[config.mk]
export PLATFORM = sky130hd
export DESIGN_NAME = popcount_sequencer
export DESIGN_NICKNAME = d
export VERILOG_FILES = /design/src/rtl/popcount_sequencer.sv
export SDC_FILE = /design/constraint.sdc
export NUM_CORES = 1
export LEC_CHECK = 0
export BUFFER_PORTS_ARGS = -buffer_cell sky130_fd_sc_hd__buf_2
export CAP_MARGIN = 15
export CORE_UTILIZATION = 50
export CTS_CLUSTER_DIAMETER = 30
export DETAILED_ROUTE_END_ITERATION = 10
export PLACE_DENSITY_LB_ADDON = 0.05
export SLEW_MARGIN = 25
export SYNTH_ARGS = -nofsm -noshare
export SYNTH_HDL_FRONTEND = slang
export SYNTH_HIERARCHICAL = 1
export SYNTH_SLANG_ARGS = --single-unit
[constraint.sdc]
create_clock -name clk -period 6.3 [get_ports clk]
set_clock_uncertainty 0.2 [all_clocks]
set_input_delay 0.63 -clock clk [delete_from_list [all_inputs] [get_ports clk]]
set_output_delay 0.63 -clock clk [all_outputs]
set_load 0.02 [all_outputs]
[src/rtl/popcount_sequencer.sv]
// popcount_sequencer: multi-cycle population count that reuses one narrow
// counting_ones datapath across a wide input word, one chunk per cycle,
// least significant chunk first. Words arrive and results leave on
// valid/ready handshakes.
//
// Optional feature: define POPCOUNT_SEQ_EARLY_EXIT_EN to finish as soon as
// the remaining unprocessed bits are all zero. This makes latency
// data-dependent, but the counts stay the same.

// counting_ones: combinational popcount of a CHUNK_WIDTH-bit slice.
module counting_ones #(
  parameter int CHUNK_WIDTH = 8,
  parameter int PW          = $clog2(CHUNK_WIDTH) + 1
) (
  input  logic [CHUNK_WIDTH-1:0] i_data,
  output logic [PW-1:0]          o_count
);

  // Sum the individual bits of the slice
  always_comb begin
    o_count = '0;
    for (int i = 0; i < CHUNK_WIDTH; i++) begin
      o_count = o_count + PW'(i_data[i]);
    end
  end

endmodule

module popcount_sequencer #(
  parameter int DATA_WIDTH  = 32,
  parameter int CHUNK_WIDTH = 8
) (
  input  logic                          clk,
  input  logic                          resetn,
  input  logic                          in_valid,
  output logic                          in_ready,
  input  logic [DATA_WIDTH-1:0]         din,
  output logic                          out_valid,
  input  logic                          out_ready,
  output logic [$clog2(DATA_WIDTH):0]   dout,
  output logic                          busy
);

  localparam int N  = DATA_WIDTH / CHUNK_WIDTH;
  localparam int CW = $clog2(DATA_WIDTH) + 1;
  localparam int PW = $clog2(CHUNK_WIDTH) + 1;
  localparam int IW = (N > 1) ? $clog2(N) : 1;

  typedef enum logic [1:0] {
    IDLE = 2'd0,
    BUSY = 2'd1,
    DONE = 2'd2
  } state_t;

  state_t                r_state;
  logic [DATA_WIDTH-1:0] r_sh;
  logic [CW-1:0]         r_acc;
  logic [IW-1:0]         r_idx;

  logic [PW-1:0]         w_chunkCount;
  logic [CW-1:0]         w_accNext;
  logic                  w_lastChunk;

  counting_ones #(
    .CHUNK_WIDTH (CHUNK_WIDTH),
    .PW          (PW)
  ) u_countingOnes (
    .i_data  (r_sh[CHUNK_WIDTH-1:0]),
    .o_count (w_chunkCount)
  );

  // Running total including the chunk being processed this cycle
  assign w_accNext = r_acc + CW'(w_chunkCount);

`ifdef POPCOUNT_SEQ_EARLY_EXIT_EN
  logic [DATA_WIDTH-1:0] w_remainder;

  // Bits still waiting after the current chunk; all-zero means we can stop
  assign w_remainder = r_sh >> CHUNK_WIDTH;
  assign w_lastChunk = (r_idx == IW'(N - 1)) || (w_remainder == '0);
`else
  // Fixed latency: stop only after the most significant chunk
  assign w_lastChunk = (r_idx == IW'(N - 1));
`endif

  // Control FSM with registered handshake outputs and datapath registers
  always_ff @(posedge clk or negedge resetn) begin
    if (!resetn) begin
      r_state   <= IDLE;
      r_sh      <= '0;
      r_acc     <= '0;
      r_idx     <= '0;
      in_ready  <= 1'b1;
      out_valid <= 1'b0;
      dout      <= '0;
      busy      <= 1'b0;
    end else begin
      case (r_state)
        IDLE: begin
          if (in_valid) begin
            r_sh     <= din;
            r_acc    <= '0;
            r_idx    <= '0;
            in_ready <= 1'b0;
            busy     <= 1'b1;
`ifdef POPCOUNT_SEQ_EARLY_EXIT_EN
            if (din == '0) begin
              r_state   <= DONE;
              out_valid <= 1'b1;
              dout      <= '0;
            end else begin
              r_state <= BUSY;
            end
`else
            r_state <= BUSY;
`endif
          end
        end

        BUSY: begin
          r_acc <= w_accNext;
          r_sh  <= r_sh >> CHUNK_WIDTH;
          r_idx <= r_idx + IW'(1);
          if (w_lastChunk) begin
            r_state   <= DONE;
            out_valid <= 1'b1;
            dout      <= w_accNext;
          end
        end

        DONE: begin
          if (out_ready) begin
            r_state   <= IDLE;
            out_valid <= 1'b0;
            in_ready  <= 1'b1;
            busy      <= 1'b0;
          end
        end

        default: begin
          r_state   <= IDLE;
          out_valid <= 1'b0;
          in_ready  <= 1'b1;
          busy      <= 1'b0;
        end
      endcase
    end
  end

endmodule
Yosys cells after proc, flatten, opt, wreduce, memory -nomap -nowiden
Cells that the tools add are included.

Reduce and logical (&&, ||, !) cells: 7. Muxes and demuxes: 18. Bitwise gates (word level): 2. Equality and inequality tests: 6. Add/sub/neg operators: 9.

Operators with widths (count): one-hot mux 32 bit (2 select lines) (1); two-way mux 32 bit (1); adder 4 x 1 -> 4 bit (6); one-hot mux 6 bit (2 select lines) (1); one-hot mux 1 bit (3 select lines) (3); AND reduction 3 bit (3); two-way mux 2 bit (4); adder 6 x 4 -> 6 bit (1); two-way mux 6 bit (1); inequality test 2 bit (second input constant) (3); one-hot mux 2 bit (3 select lines) (1); two-way mux 1 bit (5); == test 2 bit (second input constant) (2); one-hot mux 2 bit (2 select lines) (1); AND reduction 2 bit (2); adder 1 x 1 -> 2 bit (1); adder 2 x 1 -> 2 bit (second input constant) (1); == test 2 x 1 -> 1 bit (second input constant) (1); zero test 2 bit (1); NOT 1 bit (2); nonzero test 2 bit (1).

Output and inout port bits: 9. Register bits after elaboration: 51. Input bits: 36.

Longest topological paths before layout
Gate-level depths: netlist of the first run.

Word-level depth: 9. Gate-level depth with buffers: 15. Mapped depth without buffers: 15.

Cells and area by module
Netlist of the first run, hierarchy kept.

Modules (own cells, without submodules): popcount_sequencer (area an instance 2512.4 um^2, times used 1, cells an instance 271); counting_ones (area an instance 190.2 um^2, times used 1, cells an instance 24).

Worst setup path before layout of the first run
OpenSTA, ideal clock, no wires.

Kind: register -> register. Start point: register r_sh[0]. End point: register r_acc[4]. Data arrival time: 3.681 ns. Library setup time: 0.126 ns. Buffers on the path: 0. Slack: 2.293 ns. Stages on the path, launching flop included: 16. Path through: dfrtp_1 -> inv_1 -> fa_1 -> fa_1 -> fa_1 -> inv_1 -> ha_1 -> inv_1 -> fa_1 -> inv_1 -> inv_1 -> fa_1 -> nand2b_1 -> a21oi_1 -> nor2_1 -> a221o_1.

Cells in the longest elaborated chain, start to end: 9.

Ends and longest elaborated chain: from (decl) (RTL line 56) `logic [DATA_WIDTH-1:0] r_sh;`; from (signal assigned) (RTL line 101) `r_sh <= din;`; from (signal assigned) (RTL line 122) `r_sh <= r_sh >> CHUNK_WIDTH;`; adder 1 x 1 -> 2 bit (RTL line 23) `o_count = o_count + PW'(i_data[i]);`; adder 4 x 1 -> 4 bit (6 in a row) (RTL line 23); net w_chunkCount[1] (RTL line 60) `logic [PW-1:0] w_chunkCount;`; adder 6 x 4 -> 6 bit (RTL line 73) `assign w_accNext = r_acc + CW'(w_chunkCount);`; one-hot mux 6 bit (2 select lines) (RTL line 98) `case (r_state)`; to (signal assigned) (RTL line 121) `r_acc <= w_accNext;`; to (decl) (RTL line 57) `logic [CW-1:0] r_acc;`.

The timed path passes the listed nets, and every way through them passes these cells. A chain may end at the register's enable or synchronous reset.

Worst setup path after layout of the first run
Ends and elaborated chain as after synthesis.

==> impl_metrics.py, run 1 <==
metrics = {
    "outcome": {
        "outcome": "finished clean",
    },
    "global_routing": {
        "grt_pass1_wl_um": 8950,
        "grt_use_total": 0.211,
        "grt_max_degree": 52,
        "antenna_found_initial": 0,
        "grt_overflow": 0,
        "grt_pass1_vias": 1913,
    },
    "detailed_routing": {
        "first_pass_iters": 4,
        "m1WireLength_um": 2940,
        "wl_per_cell_um": 14.0,
        "vias": 2075,
        "via_per_inst": 5.19,
        "wl_um": 5590,
        "detail_route.iter0.violations": 124,
        "drcViolationCount": 0,
        "route.met2.wl_um": 2420,
        "drtAntennaViolNets": 0,
        "dr_wl_met3_um": 162,
        "top_layer": "met4",
    },
    "synth": {
        "synth_area_leaders": "dfrtp_1, nand2_1, o21ai_0",
        "synth-edff-count": 0,
        "ys_warn_count": 6,
        "synthesis.area_sq_mm": 0.00270,
        "synth.top_cell.area_share": 0.463,
        "ys_ff_latch": 51,
        "yosysSeqAreaShare": 0.473,
        "synth.distinct_cells": 31,
        "syn_nets": 344,
        "synthTopCellsByCount": "dfrtp_1, nand2_1, o21ai_0",
        "syn_area_per_cell_sq_um": 9.16,
        "synth_area_leader_cell": "dfrtp_1",
        "async_reset_ff_frac": 1.00,
        "synthCells": 295,
        "synthFlopType": "dfrtp_1",
    },
    "clock_network": {
        "cts_tree": "built",
        "clock_latency_ps": 300,
        "post_cts_resized": 0,
        "clock-root-buffer": "clkbuf_8",
        "hold_buffers": 0,
        "cts_setup_buffers": 0,
        "path_clk_slew_ps": 90,
        "cts_buffers": 5,
        "clk_path_buf_depth": 2,
        "clock_sinks": 51,
        "h-tree-depth": 2,
    },
    "timing": {
        "rsz0062_at_grt": "no",
        "fin_crit_ps": 4170,
        "tns_ps": 0,
        "fmax_ghz": 0.240,
        "setup-violations-final": 0,
        "worst_pin_slew_ps": 781,
        "slew_violations": 0,
        "fin_crit_sh": 0.661,
        "max_slew_margin": 0.478,
        "fin_hold_ws_ps": 241,
        "hold_viol_final": 0,
    },
    "setup_path": {
        "required_ps": 6290,
        "worstPathArrival_ps": 4150,
        "crit-reg2reg-launch": "r_sh[0]",
        "crit_type": "reg2reg",
        "ff2ff_path_depth": 15,
        "cp.depth": 15,
        "cpPeakStageDelay_ps": 540,
        "r2r_end": "r_acc[4]",
        "path_cells": "inv_1 > fa_1 > fa_1 > fa_1 > inv_1 > ha_1 > inv_1 > fa_1 > inv_1 > inv_1 > fa_1 > nand2b_1 > a21oi_1 > nor2_1 > a221o_1",
        "end_kind": "register",
        "path_max_fanout": 3,
        "path_delay_family": "adder cells",
        "crit_buf_inv": 5,
        "startpoint_type": "register",
        "ff2ff_setup_slack_ps": 2130,
        "critical-path-slowest-cell": "fa_1",
    },
    "floorplanning": {
        "core_area_sq_mm": 0.00517,
        "start_util": 0.522,
        "die_width_um": 75.5,
        "ios": 45,
        "die_h_um": 75.5,
        "die_area_sq_mm": 0.00570,
        "fp-row-count": 26,
    },
    "final_layout": {
        "drive_above_1_share": 0.182,
        "diodes": 0,
        "fin_area_sq_mm": 0.00302,
        "fillers": 486,
        "final_util": 0.584,
        "area_growth_pct": 11.9,
        "layout.nets": 378,
    },
    "hold_path": {
        "hold_class": "in2async",
    },
    "flow_run": {
        "drv_cap": 0,
    },
    "pwr": {
        "p_per_area_mw_per_mm2": 542,
        "leakagePower_nw": 1.39,
        "irDropWorstVdd_v": 0.000326,
    },
    "placed_design": {
        "io_buffers": 44,
        "dp_hpwl_um": 3590,
        "placed_cell_area_sq_mm": 0.00292,
        "place.gp.congestion": 0.828,
    },
}
[metrics by stage]
stage	total power, mW	setup WS, ps	cells
after floorplan	1.24	2290	295
after global placement	1.42	2220	392
after detailed placement	1.44	2150	392
after CTS	1.65	2140	400
after global routing	1.80	1950	400
final	1.64	2130	400
[area by class of cell]
| type | count | area (sq um) | share of cell area |
|---|---|---|---|
| Inverter | 18 | 67.6 | 0.0224 |
| Sequential cell | 51 | 1280 | 0.423 |
| Tap cell | 70 | 87.6 | 0.0290 |
| Timing Repair Buffer | 46 | 235 | 0.0778 |
| Multi-Input combinational cell | 207 | 1250 | 0.415 |
| Clock buffer | 8 | 100 | 0.0331 |
[registers in the layout, summed over array words and instances (netlist names)]
name	cells
in_ready	1
r_sh	32
out_valid	1
dout	6
r_acc	6
busy	1
r_idx	2
r_state	2
[per-layer routing]
layer	up-vias	track usage
met4	0	0.0679
li1	1054	-
met5	-	0
met2	37	0.314
met3	6	0.0331
met1	978	0.318
[kinds of logic after synthesis]
family                   Yosys count  synth area share
adder cells (fa/ha/maj)           13            0.0741
buffers and inverters             37            0.0634
XOR/XNOR                           5            0.0162
AND/OR/NAND/NOR                   98             0.172
multiplexers                       1           0.00417
flip-flops                        51             0.473
AO/OA/AOI/OAI                     90             0.197
[power by group]
group / internal [mW] / leakage (nW) / switching, mW
Sequential: 0.469 / 0.658 / 0.106
Combinational: 0.351 / 0.682 / 0.504
Clock: 0.101 / 0.0515 / 0.107
Total: 0.921 / 1.39 / 0.717
[worst max path at each step]
stage / slack (ps) / endpoint / start
3_3_place_gp: 2220 / r_acc[4] / r_sh[0]
4_1_cts: 2140 / r_acc[4] / r_sh[0]
3_5_place_dp: 2150 / r_acc[4] / r_sh[0]
5_1_grt: 1950 / r_acc[4] / r_sh[0]
2_1_floorplan: 2290 / r_acc[4] / r_sh[0]
6_report: 2130 / r_acc[4] / r_sh[0]
[placed cells by master (no fill, tap or decap), drive strengths merged, types with 10 or more instances in the layout]
cell type and instances:
buf 46, o21ai 43, nor2 10, and2 24, inv 18, dfrtp 50, a31oi 24, nor2b 11
a21oi 16, nand2 50
No activity file was read; power rests on OpenSTA's default activity.
==> inputs of run 2 (changes only) <==
==> constraint.sdc (replaced) <==
create_clock -name clk -period 4.27 [get_ports clk]
set_clock_uncertainty 0.2 [all_clocks]
set_input_delay 0.427 -clock clk [delete_from_list [all_inputs] [get_ports clk]]
set_output_delay 0.427 -clock clk [all_outputs]
set_load 0.02 [all_outputs]
==> run 2 against run 1 <==
  * Worst setup slack got worse by 1900 ps
  * Combinational power rose by 50%
  * Clock-buffer cell count fell by 1
  * Sequential power rose by 49%
  * Via count rose by 0.53%
  * Highest routed layer unchanged
  * Cell count rose by 0.25%
  * Largest power group unchanged
  * Routed wire length rose by 0.98%
  * Utilization rose by 0.39 points
  * Power rose by 51%
==> impl_metrics.py, run 2 (synthesis results as in run 1) <==
metrics = {
    "outcome": {
        "outcome": "finished clean",
    },
    "detailed_routing": {
        "vias": 2086,
        "via_per_inst": 5.20,
        "detail_route.iter0.violations": 136,
        "drcViolationCount": 0,
        "drtAntennaViolNets": 0,
        "wl_per_cell_um": 14.1,
        "wl_um": 5640,
        "first_pass_iters": 4,
    },
    "flow_run": {
        "drv_cap": 0,
    },
    "setup_path": {
        "ff2ff_path_depth": 15,
        "path_max_fanout": 3,
        "crit_buf_inv": 5,
        "cpMostUsedCell": "inv_1",
        "worstPathArrival_ps": 4040,
        "path_cells": "inv_1 > fa_1 > fa_1 > fa_1 > inv_1 > ha_1 > inv_1 > fa_1 > inv_1 > inv_1 > fa_2 > nand2b_1 > a21oi_2 > nor2_1 > a221o_1",
        "critical-path-slowest-cell": "fa_1",
        "crit_type": "reg2reg",
        "path_delay_family": "adder cells",
        "required_ps": 4270,
        "crit-reg2reg-launch": "r_sh[0]",
        "r2r_end": "r_acc[4]",
        "ff2ff_setup_slack_ps": 230,
        "startpoint_type": "register",
        "end_kind": "register",
        "cpPeakStageDelay_ps": 550,
    },
    "timing": {
        "tns_ps": 0,
        "rsz0062_at_grt": "no",
        "fin_crit_ps": 4040,
        "fmax_ghz": 0.247,
        "worst_pin_slew_ps": 821,
        "max_slew_margin": 0.451,
        "hold_viol_final": 0,
        "slew_violations": 0,
        "setup-violations-final": 0,
        "fin_crit_sh": 0.947,
        "fin_hold_ws_ps": 7.18,
    },
    "global_routing": {
        "antenna_found_initial": 0,
        "grt_use_total": 0.214,
        "grt_pass1_wl_um": 9030,
        "grt_overflow": 0,
        "grt_max_degree": 52,
        "grt_pass1_vias": 1866,
    },
    "final_layout": {
        "top_regs": "r_sh (32), dout (6), r_acc (6)",
        "largest_reg_flops": 32,
        "drive_above_1_share": 0.187,
        "finalNonFillerCells": 401,
        "diodes": 0,
        "final_util": 0.588,
        "layout.nets": 379,
        "final_common_cell": "nand2_1",
        "area_growth_pct": 12.6,
        "largest-register": "r_sh",
        "final_cell_mix": "nand2_1, dfrtp_1, buf_2",
    },
    "placed_design": {
        "dp_hpwl_um": 3660,
        "placed_cells": 392,
        "place.gp.congestion": 0.837,
        "io_buffers": 44,
    },
    "pwr": {
        "irDropWorstVdd_v": 0.000444,
        "power.total_mw": 2.47,
        "p_per_area_mw_per_mm2": 810,
        "leakagePower_nw": 1.40,
    },
    "floorplanning": {
        "ios": 45,
        "fp-row-count": 26,
        "die_area_sq_mm": 0.00570,
        "core_area_sq_mm": 0.00517,
        "start_util": 0.522,
        "die_h_um": 75.5,
        "die_width_um": 75.5,
    },
    "clock_network": {
        "clock_sinks": 51,
        "clock-root-buffer": "clkbuf_8",
        "path_clk_slew_ps": 90,
        "h-tree-depth": 2,
        "clock_latency_ps": 310,
        "cts_tree": "built",
        "hold_buffers": 0,
        "clk_path_buf_depth": 2,
        "cts_buffers": 5,
    },
    "hold_path": {
        "hold_class": "in2async",
    },
}
run 2: cell count changes in the layout (fill, tap and decap cells not counted):
cell / change
clkbuf_8: -2
a21oi_1: -1
a21oi_2: +1
buf_4: +1
bufinv_16: +1
clkbuf_1: +1
fa_1: -1
fa_2: +1
run 2: worst reg2reg max path, stage by stage (launching register included):
cell      delay (ps)
dfrtp_1          360
inv_1             60
fa_1             550
fa_1             420
fa_1             490
inv_1             40
ha_1             190
inv_1             70
fa_1             400
inv_1             80
inv_1             60
fa_2             360
nand2b_1         170
a21oi_2          190
nor2_1            70
a221o_1          250
run 2: power by group:
part           internal (mW)  total, mW  switching [mW]
Clock                  0.176      0.336           0.161
Sequential             0.692      0.854           0.162
Combinational          0.528       1.28           0.747
Total                   1.40       2.47            1.07
run 2: worst max path at each step:
stage | startpoint | end | slack, ps | cells after the start
final | r_sh[0] | r_acc[4] | 230 | 15
after global routing | r_sh[0] | r_acc[4] | 50 | 15
after floorplan | r_sh[0] | r_acc[4] | 260 | 15
after detailed placement | r_sh[0] | r_acc[4] | 120 | 15
after global placement | r_sh[0] | r_acc[4] | 190 | 15
after CTS | r_sh[0] | r_acc[4] | 110 | 15
run 2: area by class of cell:
| class | instances | area (sq um) |
|---|---|---|
| multi-input cells | 207 | 1260 |
| clock buffers | 7 | 76.3 |
| repair buffers | 47 | 243 |
| inverters | 18 | 67.6 |
| well taps | 70 | 87.6 |
| clock inverters | 1 | 30.0 |
| fillers | 473 | 2130 |
| flip-flops and latches | 51 | 1280 |
run 2: what timing repair did:
action	4_1_cts	5_1_grt
setup endpoints to repair	0	1
setup buffers	0	1
gates resized for setup	0	2
run 2: through the flow:
step	worst slack (ps)	area [sq um]
finish	226	3040
global route	46.0	3040
CTS	106	3030
detailed placement	120	2920
global placement	187	2920
floorplan	263	2700
run 2: layer usage:
metal | GRT usage | wire length [um]
met4 | 0.0617 | 70
met3 | 0.0437 | 213
met5 | 0 | 0
met2 | 0.306 | 2460
met1 | 0.330 | 2900
==> inputs of run 3 (changes only) <==
--- a/config.mk
+++ b/config.mk
@@ -7,9 +7,11 @@
 export LEC_CHECK = 0
 export BUFFER_PORTS_ARGS = -buffer_cell sky130_fd_sc_hd__buf_2
 export CAP_MARGIN = 15
+export CORE_MARGIN = 5
 export CORE_UTILIZATION = 50
 export CTS_CLUSTER_DIAMETER = 30
 export DETAILED_ROUTE_END_ITERATION = 10
+export MAX_ROUTING_LAYER = met4
 export PLACE_DENSITY_LB_ADDON = 0.05
 export SLEW_MARGIN = 25
 export SYNTH_ARGS = -nofsm -noshare
==> run 3 against run 2 <==
  * Cell count unchanged
  * Hold slack improved by 10 ps
  * First-iteration DRC count increased by 21%
  * Critical endpoint unchanged
  * Critical path depth unchanged
  * Clock-buffer cell count decreased by 1
  * Via count increased by 0.58%
  * Utilization decreased by 0.34 points
  * Global-route usage decreased by 3.6 points
  * Combinational power about the same
  * Non-clock buffer count unchanged
==> impl_metrics.py, run 3 (synthesis results as in run 1) <==
metrics = {
    "outcome": {
        "outcome": "finished clean",
    },
    "clock_network": {
        "clock_latency_ps": 310,
        "clock-root-buffer": "clkbuf_8",
        "cts_buffers": 5,
        "clk_path_buf_depth": 2,
        "h-tree-depth": 2,
        "hold_buffers": 0,
        "cts_tree": "built",
        "path_clk_slew_ps": 100,
        "clock_sinks": 51,
    },
    "detailed_routing": {
        "drcViolationCount": 0,
        "first_pass_iters": 4,
        "drtAntennaViolNets": 0,
        "route.met2.wl_um": 2550,
        "m1WireLength_um": 2900,
        "wl_um": 5760,
        "vias": 2098,
        "dr_wl_met3_um": 265,
        "top_layer": "met4",
        "wl_per_cell_um": 14.4,
        "via_per_inst": 5.23,
        "detail_route.iter0.violations": 165,
    },
    "timing": {
        "slew_violations": 0,
        "rsz0062_at_grt": "no",
        "setup-violations-final": 0,
        "fin_crit_ps": 4070,
        "tns_ps": 0,
        "fmax_ghz": 0.245,
        "max_slew_margin": 0.444,
        "fin_crit_sh": 0.954,
        "hold_viol_final": 0,
        "worst_pin_slew_ps": 832,
    },
    "floorplanning": {
        "fp-row-count": 26,
        "start_util": 0.522,
        "core_area_sq_mm": 0.00517,
        "die_h_um": 83.5,
        "die_area_sq_mm": 0.00698,
        "ios": 45,
        "die_width_um": 83.5,
    },
    "setup_path": {
        "path_max_fanout": 3,
        "required_ps": 4260,
        "worstPathArrival_ps": 4070,
        "startpoint_type": "register",
        "ff2ff_setup_slack_ps": 200,
        "ff2ff_path_depth": 15,
        "end_kind": "register",
        "crit_type": "reg2reg",
    },
    "final_layout": {
        "largest_reg_flops": 32,
        "final_cell_mix": "nand2_1, dfrtp_1, buf_2",
        "diodes": 0,
        "drive_above_1_share": 0.190,
        "final_common_cell": "nand2_1",
        "fin_area_sq_mm": 0.00303,
        "area_growth_pct": 11.9,
        "top_regs": "r_sh (32), dout (6), r_acc (6)",
        "layout.nets": 379,
        "largest-register": "r_sh",
    },
    "global_routing": {
        "grt_overflow": 0,
        "grt_pass1_vias": 2076,
        "grt_pass1_wl_um": 10000,
        "antenna_found_initial": 0,
        "grt_use_total": 0.178,
        "grt_max_degree": 52,
    },
    "pwr": {
        "irDropWorstVdd_v": 0.000436,
        "p_per_area_mw_per_mm2": 797,
        "leakagePower_nw": 1.39,
    },
    "placed_design": {
        "io_buffers": 44,
        "dp_hpwl_um": 3860,
        "placed_cell_area_sq_mm": 0.00292,
        "place.gp.congestion": 0.792,
    },
    "hold_path": {
        "hold_class": "in2async",
    },
    "flow_run": {
        "drv_cap": 0,
    },
}
==> run 3: power breakdown <==
part	switching, mW	internal [mW]	leakage, nW
Combinational	0.747	0.528	0.687
Clock	0.165	0.118	0.0418
Sequential	0.161	0.692	0.658
==> run 3: metal layers <==
metal | vias up | global-route usage
met5 | - | -
met4 | 0 | 0.0395
met3 | 6 | 0.0385
met2 | 36 | 0.261
met1 | 1003 | 0.256
li1 | 1053 | -
==> run 3: per-stage QoR <==
step           setup slack (ps)  total power [mW]  std cells   util  hold slack, ps
2_1_floorplan               263              1.83        295      -           -68.6
3_5_place_dp               78.5              2.13        392  0.565             263
4_1_cts                    54.7              2.42        400  0.582            44.3
3_3_place_gp                190              2.10        392  0.565             254
6_report                    195              2.41        401  0.585            17.5
5_1_grt                    29.5              2.67        401  0.585            77.8
==> run 3: final timing paths <==
check,start,end
min in group clk,out_ready,in_ready
max in group asynchronous,resetn,r_state[1]
setup / recovery,r_sh[0],r_acc[4]
setup reg to reg,r_sh[0],r_acc[4]
hold / removal,resetn,r_sh[6]
hold reg to reg,r_sh[15],r_sh[15]
==> run 3: cell type report <==
cell class	instances	area (sq um)
clock buffer	6	72.6
tap	70	87.6
multi-input combinational	207	1260
fill	481	2150
inverter	18	67.6
timing repair buffer	47	243
clock inverter	2	16.3
sequential	51	1280
==> run 3: worst max-delay path: stages, from the launching register on <==
cell and delay, ps:
dfrtp_1 360, inv_1 60, fa_1 550, fa_1 420, fa_1 490, inv_1 40, ha_1 180, inv_1 60
fa_1 390, inv_1 80, inv_1 60, fa_2 360, nand2b_1 170, a21oi_2 200, nor2_1 70, a221o_1 250
==> run 3: what timing repair did <==
action	4_1_cts	5_1_grt
buffers inserted	0	1
gates resized for setup	0	2
endpoints found under the setup margin	0	2
